==> src/rtl/sram_pixel_packer_if.sv <==
// Pixel-in / command-out bundle of the SRAM pixel packer, plus its frame handshakes.
// slave is the packer side; master is the swap controller, pixel source and arbiter side.
interface sram_pixel_packer_if #(
  parameter int ADDR_WIDTH = 18
);
  logic                  start;
  logic                  start_ack;
  logic                  done;
  logic                  done_ack;
  logic [7:0]            din;
  logic                  din_valid;
  logic                  din_ready;
  logic [ADDR_WIDTH+35:0] dout;
  logic                  dout_valid;
  logic                  dout_ready;
`ifdef PACKER_FLUSH_EN
  logic                  flush;

  modport master (
    output start, done_ack, din, din_valid, dout_ready, flush,
    input  start_ack, done, din_ready, dout, dout_valid
  );
  modport slave (
    input  start, done_ack, din, din_valid, dout_ready, flush,
    output start_ack, done, din_ready, dout, dout_valid
  );
`else
  modport master (
    output start, done_ack, din, din_valid, dout_ready,
    input  start_ack, done, din_ready, dout, dout_valid
  );
  modport slave (
    input  start, done_ack, din, din_valid, dout_ready,
    output start_ack, done, din_ready, dout, dout_valid
  );
`endif
endinterface

==> src/rtl/sram_pixel_packer.sv <==
// Packs a frame of 8-bit pixels, four per word, into {mask, addr, data} SRAM write commands.
// Optional early partial-word flush input is enabled by PACKER_FLUSH_EN.
module sram_pixel_packer #(
  parameter int N_PIXEL    = 480000,
  parameter int BASE_ADDR  = 0,
  parameter int ADDR_WIDTH = 18
) (
  input logic                clock,
  input logic                reset,
  sram_pixel_packer_if.slave bus
);
  typedef enum logic [2:0] {S_IDLE, S_START, S_RUN, S_DRAIN, S_DONE, S_ACK} state_t;

  localparam logic [19:0]           LAST_IDX = 20'(N_PIXEL - 1);
  localparam logic [ADDR_WIDTH-1:0] BASE     = ADDR_WIDTH'(BASE_ADDR);

  state_t                 r_state;
  state_t                 w_next;
  logic [23:0]            r_acc;
  logic [1:0]             r_bcnt;
  logic [19:0]            r_pcnt;
  logic [ADDR_WIDTH-1:0]  r_addr;
  logic [ADDR_WIDTH+35:0] r_dout;
  logic                   r_dout_vld;

  logic        w_take;
  logic        w_out_free;
  logic        w_last;
  logic        w_din_ready;
  logic        w_fire;
  logic        w_word_done;
  logic        w_flush;
  logic        w_issue;
  logic        w_start_ack;
  logic        w_done;
  logic [31:0] w_data;
  logic [2:0]  w_nbytes;
  logic [4:0]  w_onehot;
  logic [3:0]  w_mask;

  assign w_take      = r_dout_vld & bus.dout_ready;
  assign w_out_free  = ~r_dout_vld | w_take;
  assign w_last      = (r_pcnt == LAST_IDX);
  // Only a pixel that completes a word needs the output register to be free.
  assign w_din_ready = (r_state == S_RUN) & ~(((r_bcnt == 2'd3) | w_last) & ~w_out_free);
  assign w_fire      = bus.din_valid & w_din_ready;
  assign w_word_done = w_fire & ((r_bcnt == 2'd3) | w_last);

`ifdef PACKER_FLUSH_EN
  // A flush arriving while the previous word is still held is dropped.
  assign w_flush = bus.flush & (r_state == S_RUN) & w_out_free & ((r_bcnt != 2'd0) | w_fire);
`else
  assign w_flush = 1'b0;
`endif

  assign w_issue  = w_word_done | w_flush;
  assign w_nbytes = {1'b0, r_bcnt} + {2'b00, w_fire};
  assign w_onehot = 5'd1 << w_nbytes;
  assign w_mask   = w_onehot[3:0] - 4'd1;

  always_comb begin
    w_data = {8'h00, r_acc};
    if (w_fire) w_data = w_data | ({24'h000000, bus.din} << {r_bcnt, 3'b000});
  end

  always_ff @(posedge clock) begin
    if (reset) r_state <= S_IDLE;
    else       r_state <= w_next;
  end

  always_comb begin
    w_next      = r_state;
    w_start_ack = 1'b0;
    w_done      = 1'b0;
    unique case (r_state)
      S_IDLE:  if (bus.start) w_next = S_START;
      S_START: begin
        w_start_ack = 1'b1;
        if (!bus.start) w_next = S_RUN;
      end
      S_RUN:   if (w_fire && w_last) w_next = S_DRAIN;
      S_DRAIN: if (w_take) w_next = S_DONE;
      S_DONE:  begin
        w_done = 1'b1;
        if (bus.done_ack) w_next = S_ACK;
      end
      S_ACK:   if (!bus.done_ack) w_next = S_IDLE;
      default: w_next = S_IDLE;
    endcase
  end

  always_ff @(posedge clock) begin
    if (reset) begin
      r_acc      <= '0;
      r_bcnt     <= '0;
      r_pcnt     <= '0;
      r_addr     <= '0;
      r_dout     <= '0;
      r_dout_vld <= 1'b0;
    end else begin
      if (w_take) r_dout_vld <= 1'b0;
      if (r_state == S_IDLE) begin
        r_acc  <= '0;
        r_bcnt <= '0;
        r_pcnt <= '0;
        r_addr <= BASE;
      end
      if (w_fire) r_pcnt <= r_pcnt + 20'd1;
      // A new word may load in the same cycle the held one is taken.
      if (w_issue) begin
        r_dout     <= {w_mask, r_addr, w_data};
        r_dout_vld <= 1'b1;
        r_addr     <= r_addr + ADDR_WIDTH'(1);
        r_acc      <= '0;
        r_bcnt     <= '0;
      end else if (w_fire) begin
        r_acc  <= w_data[23:0];
        r_bcnt <= r_bcnt + 2'd1;
      end
    end
  end

  assign bus.start_ack  = w_start_ack;
  assign bus.done       = w_done;
  assign bus.din_ready  = w_din_ready;
  assign bus.dout       = r_dout;
  assign bus.dout_valid = r_dout_vld;
endmodule
==> src/flat_wrapper.sv <==
// flat-port wrapper written by rule: the top's interface ports become plain ports
module sram_pixel_packer_flat 
#(
  parameter int N_PIXEL    = 480000,
  parameter int BASE_ADDR  = 0,
  parameter int ADDR_WIDTH = 18
)
  (clock, reset, bus_start, bus_done_ack, bus_din, bus_din_valid, bus_dout_ready, bus_start_ack, bus_done, bus_din_ready, bus_dout, bus_dout_valid);
  sram_pixel_packer_if #(.ADDR_WIDTH(ADDR_WIDTH)) bus_i ();
  input logic clock;
  input logic reset;
  input wire logic [$bits(bus_i.start)-1:0] bus_start;
  input wire logic [$bits(bus_i.done_ack)-1:0] bus_done_ack;
  input wire logic [$bits(bus_i.din)-1:0] bus_din;
  input wire logic [$bits(bus_i.din_valid)-1:0] bus_din_valid;
  input wire logic [$bits(bus_i.dout_ready)-1:0] bus_dout_ready;
  output wire logic [$bits(bus_i.start_ack)-1:0] bus_start_ack;
  output wire logic [$bits(bus_i.done)-1:0] bus_done;
  output wire logic [$bits(bus_i.din_ready)-1:0] bus_din_ready;
  output wire logic [$bits(bus_i.dout)-1:0] bus_dout;
  output wire logic [$bits(bus_i.dout_valid)-1:0] bus_dout_valid;
  assign bus_i.start = bus_start;
  assign bus_i.done_ack = bus_done_ack;
  assign bus_i.din = bus_din;
  assign bus_i.din_valid = bus_din_valid;
  assign bus_i.dout_ready = bus_dout_ready;
  assign bus_start_ack = bus_i.start_ack;
  assign bus_done = bus_i.done;
  assign bus_din_ready = bus_i.din_ready;
  assign bus_dout = bus_i.dout;
  assign bus_dout_valid = bus_i.dout_valid;
  sram_pixel_packer #(.N_PIXEL(N_PIXEL), .BASE_ADDR(BASE_ADDR), .ADDR_WIDTH(ADDR_WIDTH)) u_core (.clock(clock), .reset(reset), .bus(bus_i));
endmodule
==> config.mk <==
export PLATFORM = sky130hd
export DESIGN_NAME = sram_pixel_packer_flat
export DESIGN_NICKNAME = d
export VERILOG_FILES = /design/src/rtl/sram_pixel_packer_if.sv /design/src/rtl/sram_pixel_packer.sv /design/src/flat_wrapper.sv
export SDC_FILE = /design/constraint.sdc
export NUM_CORES = 1
export LEC_CHECK = 0
export ABC_CLOCK_PERIOD_IN_PS = 3500
export CAP_MARGIN = 20
export CORE_ASPECT_RATIO = 1.2
export CORE_UTILIZATION = 30
export CTS_CLUSTER_SIZE = 24
export DETAILED_ROUTE_END_ITERATION = 12
export GPL_ROUTABILITY_DRIVEN = 0
export SLEW_MARGIN = 30
export SYNTH_ARGS = -nofsm -noshare
export SYNTH_HDL_FRONTEND = slang
export SYNTH_SLANG_ARGS = --single-unit
==> constraint.sdc <==
create_clock -name clock -period 3.5 [get_ports clock]
set_clock_uncertainty 0.05 [all_clocks]
set_input_delay 0.7 -clock clock [delete_from_list [all_inputs] [get_ports clock]]
set_output_delay 0.7 -clock clock [all_outputs]
set_load 0.03 [all_outputs]
# Word-level counts from Yosys, hierarchy flattened
# Index checks and enable logic that the tools add are counted.
# totals
register_bits,122
latchBits,0
ramBits,0
mem_bits_ro,0
output_inout_bits,58
wordCells,65
mem_count,0
# op_classes
n_addsub,5
multipliers,0
div_mod_pow,0
magnitude_cmp,0
n_eq_ne,13
shift,2
mux,20
bitwise,11
n_reduce_logical,7
# ops
op,n
24-bit 2-to-1 mux,2
20-bit 2-to-1 mux,2
18-bit 2-to-1 mux,2
32-bit 2-to-1 mux,1
24-bit by 32-bit bitwise OR with 32-bit output,1
8-bit by 5-bit left shift with 32-bit output,1
20-bit by 1-bit adder with 20-bit output (second input constant),1
20-bit by 19-bit == test with 1-bit output (second input constant),1
18-bit by 1-bit adder with 18-bit output (second input constant),1
3-bit 2-to-1 mux,6
3-bit one-hot mux with 6 select lines,1
2-bit != test (second input constant),5
3-bit by 2-bit == test with 1-bit output (second input constant),2
3-bit == test (second input constant),2
6-bit AND reduction,1
2-bit nonzero test,3
1-bit bitwise AND,5
1-bit 2-to-1 mux,4
2-bit 2-to-1 mux,2
1-bit by 3-bit left shift with 4-bit output (first input constant),1
4-bit by 1-bit subtractor with 4-bit output (second input constant),1
2-bit by 1-bit adder with 3-bit output,1
3-bit by 1-bit == test with 1-bit output (second input constant),1
3-bit logical NOT,1
other kinds (7),10

# Depth between registers and ports, before layout
# depth
depth_word,10
mapped_depth,13
ltp_nobuf,11

# Worst setup path before layout
# Ideal clock, no wire load.
# synth_timing
path_kind,reg2reg
start,register u_core.r_pcnt[11]
end,"register u_core.r_dout[52], in the netlist u_core.bus.dout[52]"
setup_time_ns,0.086
t_arrival_ns,2.962
slack_ns,0.403
path_stages_with_launch,13
cell_sequence,dfxtp_1 -> or4b_4 -> nor4_4 -> a21boi_1 -> buf_2 -> buf_2 -> and2_1 -> ha_1 -> nor2_1 -> nand2b_1 -> ha_1 -> xor2_1 -> a211oi_1
# synth_via
elab_chain_len,9
word_cells_on_any_way,10
# synth_lines
element,line,rtl
start: declaration,sram_pixel_packer.sv:21,logic [19:0] r_pcnt;
start signal: assignment,sram_pixel_packer.sv:108,if (w_fire) r_pcnt <= r_pcnt + 20'd1;
20-bit by 19-bit == test with 1-bit output *,sram_pixel_packer.sv:43,assign w_last = (r_pcnt == LAST_IDX);
1-bit bitwise OR *,"sram_pixel_packer.sv:45, sram_pixel_packer.sv:47",
1-bit bitwise AND,sram_pixel_packer.sv:45,assign w_din_ready = (r_state == S_RUN) & ~(((r_bcnt == 2'd3) | w_last) & ~w_out_free);
1-bit NOT,sram_pixel_packer.sv:45,
1-bit bitwise AND,sram_pixel_packer.sv:45,
1-bit bitwise AND,sram_pixel_packer.sv:46,assign w_fire = bus.din_valid & w_din_ready;
2-bit by 1-bit adder with 3-bit output,sram_pixel_packer.sv:57,"assign w_nbytes = {1'b0, r_bcnt} + {2'b00, w_fire};"
1-bit by 3-bit left shift with 4-bit output,sram_pixel_packer.sv:58,assign w_onehot = 5'd1 << w_nbytes;
4-bit by 1-bit subtractor with 4-bit output,sram_pixel_packer.sv:59,assign w_mask = w_onehot[3:0] - 4'd1;
end signal: assignment,sram_pixel_packer.sv:111,"r_dout <= {w_mask, r_addr, w_data};"
end: declaration,sram_pixel_packer.sv:23,logic [ADDR_WIDTH+35:0] r_dout;
# Mark *: on every way between the ends. The rest lies on a longest branch, timed or not.
# A chain may end at the register's enable or synchronous reset.

# Worst setup path after layout
# layout_timing
start,input port bus_dout_ready
end,output port bus_din_ready
# layout_via
elab_chain_len,6
# layout_lines
element,line,rtl
start: declaration,flat_wrapper.sv:16,input wire logic [$bits(bus_i.dout_ready)-1:0] bus_dout_ready;
1-bit bitwise AND,sram_pixel_packer.sv:41,assign w_take = r_dout_vld & bus.dout_ready;
1-bit bitwise OR,sram_pixel_packer.sv:42,assign w_out_free = ~r_dout_vld | w_take;
1-bit NOT,sram_pixel_packer.sv:45,
1-bit bitwise AND,sram_pixel_packer.sv:45,
1-bit NOT,sram_pixel_packer.sv:45,
1-bit bitwise AND,sram_pixel_packer.sv:45,
end: declaration,flat_wrapper.sv:19,output wire logic [$bits(bus_i.din_ready)-1:0] bus_din_ready;
# No other way between the ends.

==> results.ini <==
[clock_network]
clock-root-buffer = clkbuf_16
cts.sinks = 122
tritoncts = yes
cts_repair_resize_count = 0
clk_latency_ns = 0.42
cts-hold-fix-buffers = 0
post_cts_buffers = 0
numCtsBuffers = 17
cts.clk_slew.worst_paths_ns = 0.05
h-tree-depth = 4
cts_max_path_buffers = 2

[logic_synthesis]
syn-instance-count = 575
synth_top_cell_by_area = dfxtp_1
ys_seq_elements = 122
yosysUniqueCellTypes = 63
synth_ff_type = dfxtp_1
syn_area_per_cell_um2 = 8.76
synth.top_cell.area_share = 0.485
async_flop_share = 0
yosys_warnings = 0
synthesis.area_um2 = 5040
synth-edff-count = 0
synth_area_leaders = dfxtp_1 (48%), nor2_1 (5.5%), nand2_1 (5.4%)
syn_nets = 594
synth.yosys.seq_area_share = 0.485

[timing]
setup_viol = 0
grt_setup_unrepaired = false
maxSlewHeadroom = 0.496
hold_ws_ns = 0.402
hold_viol_final = 0
tns_ns = 0
worstMarginPinSlew_ns = 0.755
maxSlewViolCount = 0
finalCritPeriodShare = 0.946
fin_crit_ns = 3.31
timing.fmax_mhz = 302

[routing]
vias = 4461
first_iter_violations = 293
via_per_inst = 5.16
first_pass_iters = 4
post_drt_wl_per_cell_um = 15.1
drc = 0
wl_mm = 13.1
antenna_left = 0

[global_routing]
track_usage = 0.158
grt_pass1_vias = 4298
grt_pass1_wl_mm = 21.3
grt_max_degree = 47
grt_overflow = 0
grt_antenna_before_repair = 0

[floorplan]
die_w_um = 120
core_um2 = 16300
dieArea_um2 = 17300
pin_count = 72
num_rows = 51
dieHeight_um = 144
start_util = 0.309

[critical_path]
crit_slowest_cell = clkdlybuf4s50_1
crit_family = buffers and inverters
endpoint_kind = output pin
cpPeakStageDelay_ns = 0.73
arrival_ns = 2.56
cpMostUsedCell = clkdlybuf4s50_1
startpoint_type = input port
crit_type = input port to output pin
cp_max_fo = 5
crit_chain = clkdlybuf4s50_1, nand2b_1, nor2_1, nor4b_1, clkdlybuf4s50_1
crit_required_ns = 2.75
crit_buf_inv = 2
r2r_slack_ns = 0.54

[final_layout]
final_common_cell = dfxtp_1
final_cell_mix = dfxtp_1 (122), nor2_1 (73), nand2_1 (73)
multi_input_area_um2 = 2410
fill_cells = 1671
antennaDiodeCount = 0
drive_above_1_share = 0.0997
ff_latch_area_um2 = 2440
area.growth.synth_to_final_pct = 30.0
finalNetCount = 658

[power_and_ir_drop]
total_power_mw = 3.47
powerDensity_nw_per_um2 = 529
ir_worst_vdd_uv = 297
p_leak_nw = 2.17

[job]
cap_violations = 0

[worst_hold_path]
hold_path_class = register to register

[placed_design]
hpwl_mm = 8.80
io_buffer_count = 71

[outcome]
run_status = completed

[path summary, 6_finish.rpt]
path / end / depth (start not counted) / start
max reg2reg: u_core.bus.dout[52] / 11 / u_core.r_pcnt[11]
min: u_core.r_acc[22] / 2 / u_core.r_acc[22]
min reg2reg: u_core.r_acc[22] / 2 / u_core.r_acc[22]
max: bus_din_ready / 5 / bus_dout_ready
[registers in the layout (all words and copies together) (netlist names)]
| signal | flops |
|---|---|
| u_core.bus.dout | 54 |
| u_core.r_state | 3 |
| u_core.r_addr | 18 |
| u_core.r_bcnt | 2 |
| u_core.bus.dout_valid | 1 |
| u_core.r_pcnt | 20 |
| u_core.r_acc | 24 |
[final cells by class]
class,instances,share of cell area
tap,212,0.0405
clock inverter,10,0.0178
sequential,122,0.373
clock buffer,22,0.0739
inverter,3,0.00172
multi-input combinational,410,0.368
timing repair buffer,85,0.126
[where the power goes]
group          internal (mW)  switching (mW)  total [mW]
Combinational         0.0962           0.198       0.294
Sequential              1.40          0.0243        1.42
Clock                   1.12           0.628        1.75
Total                   2.62           0.850        3.47
[synth_stat cells, types with 2 or more instances]
| cell type | count |
|---|---|
| inv_1 | 3 |
| or3_1 | 4 |
| a22o_1 | 4 |
| nand4b_1 | 3 |
| dfxtp_1 | 122 |
| a21oi_1 | 52 |
| a32o_1 | 8 |
| a211oi_1 | 27 |
| or4_1 | 5 |
| nor3_1 | 10 |
| xnor2_1 | 5 |
| nor3b_1 | 4 |
| buf_4 | 5 |
| a221o_1 | 3 |
| clkbuf_1 | 22 |
| and2_1 | 5 |
| o21ai_0 | 4 |
| and3_1 | 7 |
| nand4_1 | 7 |
| o211ai_1 | 5 |
| and4_1 | 2 |
| a211o_1 | 2 |
| nor4_1 | 3 |
| nand3_1 | 20 |
| nor2_1 | 74 |
| nor4b_1 | 6 |
| or2_2 | 4 |
| a31o_2 | 4 |
| nand2_1 | 73 |
| mux2i_1 | 4 |
| buf_2 | 11 |
| nand3b_1 | 4 |
| o31ai_1 | 5 |
| nand2b_1 | 8 |
| nor2b_1 | 4 |
| a311oi_1 | 5 |
| ha_1 | 5 |
| a31oi_1 | 10 |
| o41ai_1 | 2 |
[worst min-delay path: cells and delay by family, from the launching register on]
kind             cells  cell delay (ns)
AO/OA/AOI/OAI        1             0.05
AND/OR/NAND/NOR      1             0.07
flip-flops           1             0.30
[cells by family after synthesis]
kind of cell    synth area share
xor+xnor                  0.0104
flops                      0.485
buf+inv                   0.0400
compound gates             0.198
mux                       0.0102
fa+ha+maj                 0.0124
simple gates               0.245
[per-stage QoR]
| stage | cell area [µm²] | util | std cells | setup WS, ns |
|---|---|---|---|---|
| after floorplan | 5040 | - | 575 | 0.403 |
| after global placement | 5940 | 0.364 | 832 | 0.263 |
| after detailed placement | 5940 | 0.364 | 832 | 0.141 |
| after CTS | 6540 | 0.401 | 864 | 0.204 |
| after global routing | 6550 | 0.401 | 864 | 0.0533 |
| final | 6550 | 0.401 | 864 | 0.189 |
[routing by layer]
layer | wire length (µm) | vias up | global-route usage | part of all wire
met5 | 0 | - | 0 | 0
met4 | 281 | 0 | 0.0780 | 0.021
met3 | 727 | 21 | 0.0473 | 0.056
met2 | 6080 | 116 | 0.250 | 0.46
met1 | 6000 | 2107 | 0.196 | 0.46
li1 | - | 2217 | - | -
No activity file was read; power rests on OpenSTA's default activity.
